[src/rtl/axi_sram_subordinate.sv]
// AXI4+ATOP subordinate bridging one transaction at a time onto a 1-cycle-latency single-port SRAM.
// Optional WRAP burst support is enabled by defining AXI_SRAM_SUB_WRAP_EN.
module axi_sram_subordinate #(
  parameter int AxiIdWidth    = 4,
  parameter int AxiAddrWidth  = 64,
  parameter int AxiDataWidth  = 64,
  parameter int SramAddrWidth = 12
) (
  input  logic                      clk_i,
  input  logic                      rst_ni,
  input  logic                      aw_valid_i,
  output logic                      aw_ready_o,
  input  logic [AxiIdWidth-1:0]     aw_id_i,
  input  logic [AxiAddrWidth-1:0]   aw_addr_i,
  input  logic [7:0]                aw_len_i,
  input  logic [2:0]                aw_size_i,
  input  logic [1:0]                aw_burst_i,
  input  logic [5:0]                aw_atop_i,
  input  logic                      w_valid_i,
  output logic                      w_ready_o,
  input  logic [AxiDataWidth-1:0]   w_data_i,
  input  logic [AxiDataWidth/8-1:0] w_strb_i,
  input  logic                      w_last_i,
  output logic                      b_valid_o,
  input  logic                      b_ready_i,
  output logic [AxiIdWidth-1:0]     b_id_o,
  output logic [1:0]                b_resp_o,
  input  logic                      ar_valid_i,
  output logic                      ar_ready_o,
  input  logic [AxiIdWidth-1:0]     ar_id_i,
  input  logic [AxiAddrWidth-1:0]   ar_addr_i,
  input  logic [7:0]                ar_len_i,
  input  logic [2:0]                ar_size_i,
  input  logic [1:0]                ar_burst_i,
  output logic                      r_valid_o,
  input  logic                      r_ready_i,
  output logic [AxiIdWidth-1:0]     r_id_o,
  output logic [AxiDataWidth-1:0]   r_data_o,
  output logic [1:0]                r_resp_o,
  output logic                      r_last_o,
  output logic                      sram_req_o,
  output logic                      sram_we_o,
  output logic [SramAddrWidth-1:0]  sram_addr_o,
  output logic [AxiDataWidth-1:0]   sram_wdata_o,
  output logic [AxiDataWidth/8-1:0] sram_be_o,
  input  logic [AxiDataWidth-1:0]   sram_rdata_i
);

  localparam int ByteBits = $clog2(AxiDataWidth / 8);

  typedef enum logic [2:0] {IDLE, WRITE, WRESP, RREQ, RDATA} state_e;

  state_e                    state_q;
  logic                      prio_w_q;
  logic [AxiIdWidth-1:0]     id_q;
  logic [AxiAddrWidth-1:0]   addr_q;
  logic [7:0]                len_q;
  logic [7:0]                beat_q;
  logic [2:0]                size_q;
  logic [1:0]                burst_q;
  logic                      err_q;
  logic                      b_valid_q;
  logic                      r_valid_q;
  logic                      r_last_q;
  logic [AxiDataWidth-1:0]   r_data_q;

  // Completion is counted by beats against len, so WLAST carries no information here.
  logic unused_w_last;
  assign unused_w_last = w_last_i;

  logic                    grant_w;
  logic                    grant_r;
  logic [AxiAddrWidth-1:0] cap_addr;
  logic [7:0]              cap_len;
  logic [2:0]              cap_size;
  logic [1:0]              cap_burst;
  logic                    wrap_legal;
  logic                    cap_err;

  assign grant_w = (state_q == IDLE) && aw_valid_i && (!ar_valid_i || prio_w_q);
  assign grant_r = (state_q == IDLE) && ar_valid_i && !grant_w;

  assign cap_addr  = grant_w ? aw_addr_i  : ar_addr_i;
  assign cap_len   = grant_w ? aw_len_i   : ar_len_i;
  assign cap_size  = grant_w ? aw_size_i  : ar_size_i;
  assign cap_burst = grant_w ? aw_burst_i : ar_burst_i;

`ifdef AXI_SRAM_SUB_WRAP_EN
  logic [AxiAddrWidth-1:0] cap_mask;
  assign cap_mask   = (AxiAddrWidth'(1) << cap_size) - AxiAddrWidth'(1);
  assign wrap_legal = ((cap_len == 8'd1) || (cap_len == 8'd3) || (cap_len == 8'd7) ||
                       (cap_len == 8'd15)) && ((cap_addr & cap_mask) == '0);
`else
  assign wrap_legal = 1'b0;
`endif

  assign cap_err = (cap_size > 3'(ByteBits)) || (cap_burst == 2'b11) ||
                   (grant_w && (aw_atop_i != '0)) || ((cap_burst == 2'b10) && !wrap_legal);

  logic [AxiAddrWidth-1:0] sz_bytes;
  logic [AxiAddrWidth-1:0] incr_addr;
  logic [AxiAddrWidth-1:0] next_addr;

  assign sz_bytes  = AxiAddrWidth'(1) << size_q;
  assign incr_addr = (addr_q & ~(sz_bytes - AxiAddrWidth'(1))) + sz_bytes;

`ifdef AXI_SRAM_SUB_WRAP_EN
  logic [AxiAddrWidth-1:0] wrap_bytes;
  logic [AxiAddrWidth-1:0] wrap_addr;
  assign wrap_bytes = AxiAddrWidth'({1'b0, len_q} + 9'd1) << size_q;
  assign wrap_addr  = (addr_q & ~(wrap_bytes - AxiAddrWidth'(1))) |
                      ((addr_q + sz_bytes) & (wrap_bytes - AxiAddrWidth'(1)));
`endif

  always_comb begin
    next_addr = incr_addr;
    case (burst_q)
      2'b00:   next_addr = addr_q;
`ifdef AXI_SRAM_SUB_WRAP_EN
      2'b10:   next_addr = wrap_addr;
`endif
      default: next_addr = incr_addr;
    endcase
  end

  // SRAM strobes fire in the handshake cycle so writes stream at one beat per cycle.
  always_comb begin
    sram_req_o   = 1'b0;
    sram_we_o    = 1'b0;
    sram_addr_o  = '0;
    sram_wdata_o = '0;
    sram_be_o    = '0;
    if ((state_q == WRITE) && w_valid_i && !err_q) begin
      sram_req_o   = 1'b1;
      sram_we_o    = 1'b1;
      sram_addr_o  = SramAddrWidth'(addr_q >> ByteBits);
      sram_wdata_o = w_data_i;
      sram_be_o    = w_strb_i;
    end else if ((state_q == RREQ) && !err_q) begin
      sram_req_o  = 1'b1;
      sram_addr_o = SramAddrWidth'(addr_q >> ByteBits);
    end
  end

  assign aw_ready_o = grant_w;
  assign ar_ready_o = grant_r;
  assign w_ready_o  = (state_q == WRITE);
  assign b_valid_o  = b_valid_q;
  assign b_id_o     = id_q;
  assign b_resp_o   = err_q ? 2'b10 : 2'b00;
  assign r_valid_o  = r_valid_q;
  assign r_id_o     = id_q;
  assign r_data_o   = r_data_q;
  assign r_resp_o   = err_q ? 2'b10 : 2'b00;
  assign r_last_o   = r_last_q;

  always_ff @(posedge clk_i or negedge rst_ni) begin
    if (!rst_ni) begin
      state_q   <= IDLE;
      prio_w_q  <= 1'b1;
      id_q      <= '0;
      addr_q    <= '0;
      len_q     <= '0;
      beat_q    <= '0;
      size_q    <= '0;
      burst_q   <= '0;
      err_q     <= 1'b0;
      b_valid_q <= 1'b0;
      r_valid_q <= 1'b0;
      r_last_q  <= 1'b0;
      r_data_q  <= '0;
    end else begin
      case (state_q)
        IDLE: begin
          if (grant_w || grant_r) begin
            id_q    <= grant_w ? aw_id_i : ar_id_i;
            addr_q  <= cap_addr;
            len_q   <= cap_len;
            size_q  <= cap_size;
            burst_q <= cap_burst;
            err_q   <= cap_err;
            beat_q  <= '0;
            state_q <= grant_w ? WRITE : RREQ;
            // Pointer only moves on contention; it then favours the loser.
            if (aw_valid_i && ar_valid_i) prio_w_q <= grant_r;
          end
        end
        WRITE: begin
          if (w_valid_i) begin
            addr_q <= next_addr;
            beat_q <= beat_q + 8'd1;
            if (beat_q == len_q) begin
              state_q   <= WRESP;
              b_valid_q <= 1'b1;
            end
          end
        end
        WRESP: begin
          if (b_ready_i) begin
            b_valid_q <= 1'b0;
            state_q   <= IDLE;
          end
        end
        RREQ: state_q <= RDATA;
        RDATA: begin
          if (!r_valid_q) begin
            r_valid_q <= 1'b1;
            r_data_q  <= err_q ? '0 : sram_rdata_i;
            r_last_q  <= (beat_q == len_q);
          end else if (r_ready_i) begin
            r_valid_q <= 1'b0;
            if (r_last_q) begin
              state_q <= IDLE;
            end else begin
              addr_q  <= next_addr;
              beat_q  <= beat_q + 8'd1;
              state_q <= RREQ;
            end
          end
        end
        default: state_q <= IDLE;
      endcase
    end
  end

endmodule

[config.mk]
export PLATFORM = sky130hd
export DESIGN_NAME = axi_sram_subordinate
export DESIGN_NICKNAME = d
export VERILOG_FILES = /design/src/rtl/axi_sram_subordinate.sv
export SDC_FILE = /design/constraint.sdc
export NUM_CORES = 1
export LEC_CHECK = 0
export CAP_MARGIN = 20
export CORE_AREA = 5 5 186 188
export DETAILED_ROUTE_END_ITERATION = 6
export DIE_AREA = 0 0 191 193
export GPL_TIMING_DRIVEN = 0
export HOLD_SLACK_MARGIN = 0.08
export PLACE_DENSITY_LB_ADDON = 0.15
export RECOVER_POWER = 100
export SLEW_MARGIN = 20
export SYNTH_ARGS = -nofsm -noshare
export SYNTH_HDL_FRONTEND = slang
export SYNTH_SLANG_ARGS = --single-unit
[constraint.sdc]
create_clock -name clk_i -period 4.5 [get_ports clk_i]
set_input_delay 0.9 -clock clk_i [delete_from_list [all_inputs] [get_ports clk_i]]
set_output_delay 0.9 -clock clk_i [all_outputs]
set_load 0.05 [all_outputs]
==> results of run 1 <==
## power breakdown
| part | internal [mW] | leakage [nW] | switching, mW |
|---|---|---|---|
| Clock | 0.436 | 0.140 | 0.416 |
| Sequential | 1.44 | 1.41 | 0.306 |
| Combinational | 1.53 | 3.38 | 2.89 |
| Total | 3.40 | 4.92 | 3.61 |
## sequential cells by signal (all words and copies together), names as in the netlist
register and count:
r_data_o 64, addr_q 15, beat_q 8, len_q 8, b_id_o 4, size_q 3, state_q 3, burst_q 2
b_valid_o 1, err_q 1, prio_w_q 1, r_last_o 1, r_valid_o 1
## layout make-up
| type | count | area, µm² | area share |
|---|---|---|---|
| diodes | 1 | 2.50 | 0.000220 |
| plain buffers | 67 | 335 | 0.0294 |
| clock buffers | 10 | 229 | 0.0201 |
| clock inverters | 5 | 63.8 | 0.00560 |
| inverters | 10 | 37.5 | 0.00330 |
| multi-input cells | 626 | 3530 | 0.310 |
| flip-flops and latches | 112 | 2800 | 0.246 |
| well taps | 448 | 561 | 0.0492 |
| repair buffers | 382 | 3830 | 0.336 |
## stage by stage
step,worst slack (ns),instances
after floorplan,0.770,815
after global placement,-2.54,1641
after detailed placement,-0.161,1642
after CTS,0.249,1660
after global routing,0.0897,1660
final,0.200,1661
## per-layer routing
metal	share of wire	vias to the layer above	GRT usage
met2	0.48	295	0.278
li1	-	3530	-
met5	0.0032	-	0
met1	0.41	3306	0.192
met3	0.092	35	0.0587
met4	0.016	14	0.0387
## cells by family after synthesis
family | count (synthesis) | synth area share
AND/OR/NAND/NOR | 405 | 0.314
buffers and inverters | 77 | 0.0567
XOR/XNOR | 21 | 0.0272
AO/OA/AOI/OAI | 187 | 0.170
multiplexers | 8 | 0.0122
flip-flops | 112 | 0.414
adder cells (fa/ha/maj) | 3 | 0.00555
other | 1 | 0.000554
## placed cells by master, fill, tap and decap left out, types with 3 or more instances in the layout
cell                              count
sky130_fd_sc_hd__a211oi_1             5
sky130_fd_sc_hd__a21o_1               4
sky130_fd_sc_hd__a21oi_1             36
sky130_fd_sc_hd__a22o_1               3
sky130_fd_sc_hd__a31oi_1             21
sky130_fd_sc_hd__and2_1              82
sky130_fd_sc_hd__and4b_1              3
sky130_fd_sc_hd__buf_2                8
sky130_fd_sc_hd__buf_4               14
sky130_fd_sc_hd__buf_6                3
sky130_fd_sc_hd__clkbuf_1            44
sky130_fd_sc_hd__clkbuf_16            9
sky130_fd_sc_hd__clkdlybuf4s50_1    212
sky130_fd_sc_hd__dfrtp_1            111
sky130_fd_sc_hd__dlygate4sd3_1      165
sky130_fd_sc_hd__ha_1                 3
sky130_fd_sc_hd__inv_1                8
sky130_fd_sc_hd__mux2i_1              6
sky130_fd_sc_hd__nand2_1            148
sky130_fd_sc_hd__nand2b_1            73
sky130_fd_sc_hd__nand3_1             14
sky130_fd_sc_hd__nand3b_1             4
sky130_fd_sc_hd__nand4_1              3
sky130_fd_sc_hd__nor2_1              37
sky130_fd_sc_hd__nor3_1              12
sky130_fd_sc_hd__nor4_1               7
sky130_fd_sc_hd__o211ai_1             3
sky130_fd_sc_hd__o21ai_0             85
sky130_fd_sc_hd__o21ai_1              7
sky130_fd_sc_hd__o31ai_1              4
sky130_fd_sc_hd__or2_2                3
sky130_fd_sc_hd__xnor2_1             17
sky130_fd_sc_hd__xor2_1               4
## worst paths after layout
check | from | endpoint | slack (ns) | depth (start not counted)
max in group asynchronous | rst_ni | r_data_o[10] | 1.28 | 1
worst max-delay path | w_valid_i | sram_wdata_o[55] | 0.20 | 6
worst min register to register | r_data_o[17] | r_data_o[17] | 0.48 | 2
worst min-delay path | r_data_o[17] | r_data_o[17] | 0.48 | 2
worst max register to register | size_q[2] | addr_q[14] | 0.96 | 12
min in group asynchronous | rst_ni | r_data_o[46] | 1.52 | 1
## worst max-delay path, delay by kind of cell
kind          cells  cell delay [ns]
buf+inv           4             1.97
simple gates      2             0.51
==> flow_summary_export.csv, run 1 <==
group,metric,value,unit
synth,post_synth_top_area_cell,"sky130_fd_sc_hd__dfrtp_1",
timing,fin_hold_ws,0.476,ns
finish,final_core_utilization,0.346,
power_and_ir_drop,overall_power,7.02,mW
timing,max_freq,233,MHz
finish,syn_to_final_growth,68.3,%
setup_path,slowest_stage,"sky130_fd_sc_hd__dlygate4sd3_1",
global_routing,global_route_wire_length_before_repair,45.4,mm
clock_tree,postCtsResizedCells,0,
global_routing,grt.overflow.total,0,
timing,setup_violations,0,
global_routing,via_count_of_the_first_global_routing_pass,7274,
synth,synth.area.top_cells,"sky130_fd_sc_hd__dfrtp_1 (41%), sky130_fd_sc_hd__nand2_1 (8.2%), sky130_fd_sc_hd__and2_1 (7.7%)",
synth,synthesis.area,6770,µm²
clock_tree,clock_sink_count,112,
clock_tree,cts_setup_buffers,3,
setup_path,critical_path_arrival,3.40,ns
power_and_ir_drop,powerDensity,616,nW/µm²
synth,avgSynthCellArea,8.32,µm²
power_and_ir_drop,max-vdd-ir-drop,0.000324,V
timing,hold_viol,0,
timing,max-slew-margin-rel,-1.00,
placed_design,globalplace.congestion,0.822,
synth,synthDistinctLibCells,73,
synth,post_synth_most_frequent_cells,"sky130_fd_sc_hd__nand2_1 (148), sky130_fd_sc_hd__dfrtp_1 (111), sky130_fd_sc_hd__o21ai_0 (85)",
route,drc_errors,0,
floorplanning,io_pins,480,
timing,worstMarginPinSlew,3.00,ns
hold_path,worst_hold_path_type,"reg2reg",
clock_tree,numCtsBuffers,9,
synth,most_used_flip_flop_cell_after_synthesis,"sky130_fd_sc_hd__dfrtp_1",
placed_design,portBuffers,378,
power_and_ir_drop,p_leak,4.92,nW
finish,number_of_fill_cells,3542,
global_routing,grt_start_max_net_pins,63,
floorplanning,floorplan.rows,67,
clock_tree,clkLatencyLatePin,0.36,ns
route,drt_iter0_markers,298,
global_routing,antenna_found_initial,9,
setup_path,largest_fanout_of_any_net_on_the_critical_path,10,
setup_path,series_of_cell_instances_along_the_critical_path,"clkdlybuf4s50_1 > nor4b_4 > buf_4 > clkbuf_1 > and2_1 > dlygate4sd3_1",
route,route.final.wire_length,30.5,mm
route,average_wire_length_per_cell_after_detail_routing,18.4,µm
clock_tree,max_buffers_root_to_sink,2,
global_routing,grt_usage,0.161,
timing,clock_skew,0.0151,ns
clock_tree,cts.hold.buffers_added,0,
finish,final_area,11400,µm²
setup_path,worst_setup_end_kind,"output port",
route,route.vias.total,7180,
clock_tree,clk_pin_slew_worst_paths,0.07,ns
placed_design,detailedPlacementHpwl,24.6,mm
synth,synth-seq-cells,112,
synth,synthArstFlopShare,1.00,
timing,rsz0062_at_grt,"no",
floorplanning,fp.dieH,193,µm
floorplanning,die_width,191,µm
setup_path,start_kind,"input port",
synth,post-synth-top-area-fraction,0.410,
setup_path,crit_path_max_incr_delay,0.91,ns
floorplanning,overall_die_area,36900,µm²
timing,timing.final.crit_period,4.30,ns
route,detail_route.vias_per_cell,4.32,
synth,synth.yosys.warnings,0,
timing,report.final.slew_viol_count,51,
setup_path,cp_data_required_time,3.60,ns
synth,synth-edff-count,0,
synth,postSynthCellCount,814,
floorplanning,core,32900,µm²
clock_tree,cts_tree,"built",
route,final_antenna_net_count,0,
placed_design,post_dp_cell_area,11200,µm²
timing,final_min_period_over_clock_period,0.956,
route,drt_first_pass_iters,6,
status,status,"finished, violations left",
synth,yosysSeqAreaShare,0.414,
timing,final.setup.tns,0,ns
finish,finalNetCount,1523,
synth,synth_most_common_cell,"sky130_fd_sc_hd__nand2_1",
floorplanning,start_util,0.205,
clock_tree,htree_levels,3,
finish,final_layout_size_suffix_gt1_frac,0.0487,
run,maxCapViolCount,1,
clock_tree,clock_tree.root_cell,"sky130_fd_sc_hd__clkbuf_16",
status,failed_checks,"max-capacitance violations, max-slew violations",
setup_path,path_class,"in2out",
Power figures use the tool's default switching activity.
==> inputs of run 2 (changes only) <==
--- a/config.mk
+++ b/config.mk
@@ -13,6 +13,7 @@
 export HOLD_SLACK_MARGIN = 0.08
 export PLACE_DENSITY_LB_ADDON = 0.15
 export RECOVER_POWER = 100
+export SKIP_CTS_REPAIR_TIMING = 1
 export SLEW_MARGIN = 20
 export SYNTH_ARGS = -nofsm -noshare
 export SYNTH_HDL_FRONTEND = slang
==> run 2 against run 1 <==
The run still ends with max-capacitance violations, max-slew violations left. Cell count is the same. Routed wire length about the same. Combinational power is essentially flat. Sequential share of layout area is essentially flat. Critical path type unchanged. Largest cell class unchanged.
==> flow_summary_export.csv, run 2 (synthesis gave the netlist of run 1 again) <==
group,metric,value,unit
finish,final_layout_size_suffix_gt1_frac,0.0487,
floorplanning,io_pins,480,
run,maxCapViolCount,1,
finish,mostFrequentLayoutCells,"sky130_fd_sc_hd__clkdlybuf4s50_1 (212), sky130_fd_sc_hd__dlygate4sd3_1 (165), sky130_fd_sc_hd__nand2_1 (148), sky130_fd_sc_hd__dfrtp_1 (111), sky130_fd_sc_hd__o21ai_0 (85)",
route,drc_errors,0,
power_and_ir_drop,switching_power,3.61,mW
route,route.vias.total,7180,
clock_tree,htree_levels,3,
clock_tree,clock_sink_count,112,
route,route.final.wire_length,30.5,mm
setup_path,slowest_stage,"sky130_fd_sc_hd__dlygate4sd3_1",
finish,syn_to_final_growth,68.5,%
timing,final.setup.tns,0,ns
route,final_antenna_net_count,0,
clock_tree,cts_tree,"built",
timing,setup_violations,0,
finish,final_common_cell,"sky130_fd_sc_hd__clkdlybuf4s50_1",
setup_path,crit_path_max_incr_delay,0.91,ns
clock_tree,numCtsBuffers,9,
timing,max-slew-margin-rel,-1.01,
floorplanning,die_width,191,µm
placed_design,portBuffers,378,
setup_path,worst_setup_end_kind,"output port",
timing,rsz0062_at_grt,"no",
floorplanning,start_util,0.205,
global_routing,global_route_wire_length_before_repair,45.4,mm
setup_path,critical_path_arrival,3.37,ns
timing,hold_viol,0,
timing,report.final.slew_viol_count,51,
setup_path,cp_data_required_time,3.60,ns
power_and_ir_drop,powerDensity,615,nW/µm²
clock_tree,clk_pin_slew_worst_paths,0.07,ns
power_and_ir_drop,swShare,0.514,
placed_design,detailedPlacementHpwl,24.6,mm
timing,timing.final.crit_period,4.27,ns
global_routing,grt_start_max_net_pins,63,
power_and_ir_drop,power.share.sequential,0.249,
power_and_ir_drop,comb_power_share,0.630,
timing,clock_skew,0.0139,ns
power_and_ir_drop,max-vdd-ir-drop,0.000325,V
route,average_wire_length_per_cell_after_detail_routing,18.4,µm
global_routing,antenna_found_initial,9,
placed_design,globalplace.congestion,0.822,
global_routing,via_count_of_the_first_global_routing_pass,7258,
route,drt_first_pass_iters,4,
floorplanning,overall_die_area,36900,µm²
finish,stdcell_count,1661,
timing,max_freq,234,MHz
status,failed_checks,"max-capacitance violations, max-slew violations",
global_routing,grt.overflow.total,0,
placed_design,placed_cells,1642,
global_routing,grt_usage,0.161,
clock_tree,clock_tree.root_cell,"sky130_fd_sc_hd__clkbuf_16",
timing,worstMarginPinSlew,3.01,ns
setup_path,series_of_cell_instances_along_the_critical_path,"clkdlybuf4s50_1 > nor4b_4 > buf_4 > clkbuf_1 > and2_1 > dlygate4sd3_1",
setup_path,largest_fanout_of_any_net_on_the_critical_path,10,
hold_path,worst_hold_path_type,"reg2reg",
floorplanning,core,32900,µm²
setup_path,start_kind,"input port",
clock_tree,clkLatencyLatePin,0.36,ns
floorplanning,fp.dieH,193,µm
route,drt_iter0_markers,262,
power_and_ir_drop,p_leak,4.93,nW
power_and_ir_drop,power_frac_clock,0.121,
clock_tree,max_buffers_root_to_sink,2,
finish,finalNetCount,1523,
power_and_ir_drop,internal-power,3.41,mW
floorplanning,floorplan.rows,67,
timing,final_min_period_over_clock_period,0.949,
setup_path,path_class,"in2out",
route,detail_route.vias_per_cell,4.32,
status,status,"finished, violations left",
finish,largest_reg_flops,64,
[run 2: cell counts in the layout (fill, tap and decap cells not counted)]
No cell type changed its count.
[run 2: worst paths after layout]
path / end / start / cells after the start / slack, ns
max: sram_wdata_o[55] / w_valid_i / 6 / 0.23
min: r_data_o[17] / r_data_o[17] / 2 / 0.48
max reg2reg: addr_q[14] / size_q[2] / 12 / 0.96
min reg2reg: r_data_o[17] / r_data_o[17] / 2 / 0.48
max in group asynchronous: r_data_o[17] / rst_ni / 1 / 1.27
min in group asynchronous: r_data_o[46] / rst_ni / 1 / 1.52
[run 2: layout make-up]
| cell class | instances | area [µm²] |
|---|---|---|
| Sequential cell | 112 | 2800 |
| Fill cell | 3538 | 21500 |
| Tap cell | 448 | 561 |
| Antenna cell | 1 | 2.50 |
| Buffer | 67 | 335 |
| Inverter | 10 | 37.5 |
| Clock inverter | 5 | 63.8 |
| Multi-Input combinational cell | 626 | 3530 |
| Timing Repair Buffer | 382 | 3840 |
| Clock buffer | 10 | 229 |
[run 2: power groups by stage]
stage	Combinational, mW	Sequential [mW]	Clock, mW
finish	4.42	1.75	0.848
global route	4.80	1.82	0.926
CTS	4.65	1.77	0.898
detailed placement	4.64	1.79	0
global placement	4.62	1.78	0
floorplan	2.13	2.63	0
[run 2: layer usage]
| metal | global-route usage | wire (µm) |
|---|---|---|
| met5 | 0 | 109 |
| met4 | 0.0387 | 487 |
| met3 | 0.0587 | 2730 |
| met2 | 0.278 | 14600 |
| met1 | 0.192 | 12600 |
[run 2: worst max-delay path: cells and delay by family]
family | cells | cell delay (ns)
simple gates | 2 | 0.47
buf+inv | 4 | 1.99
[run 2: metrics by stage]
stage	hold slack, ns	utilization	instance area, µm²	power, mW	setup WS, ns
5_1_grt	0.499	0.346	11400	7.55	0.0897
6_report	0.476	0.346	11400	7.02	0.227
4_1_cts	0.450	0.348	11500	7.32	-0.166
3_3_place_gp	0.463	0.337	11100	6.40	-2.54
3_5_place_dp	0.470	0.339	11200	6.43	-0.161
2_1_floorplan	0.465	-	6770	4.76	0.770
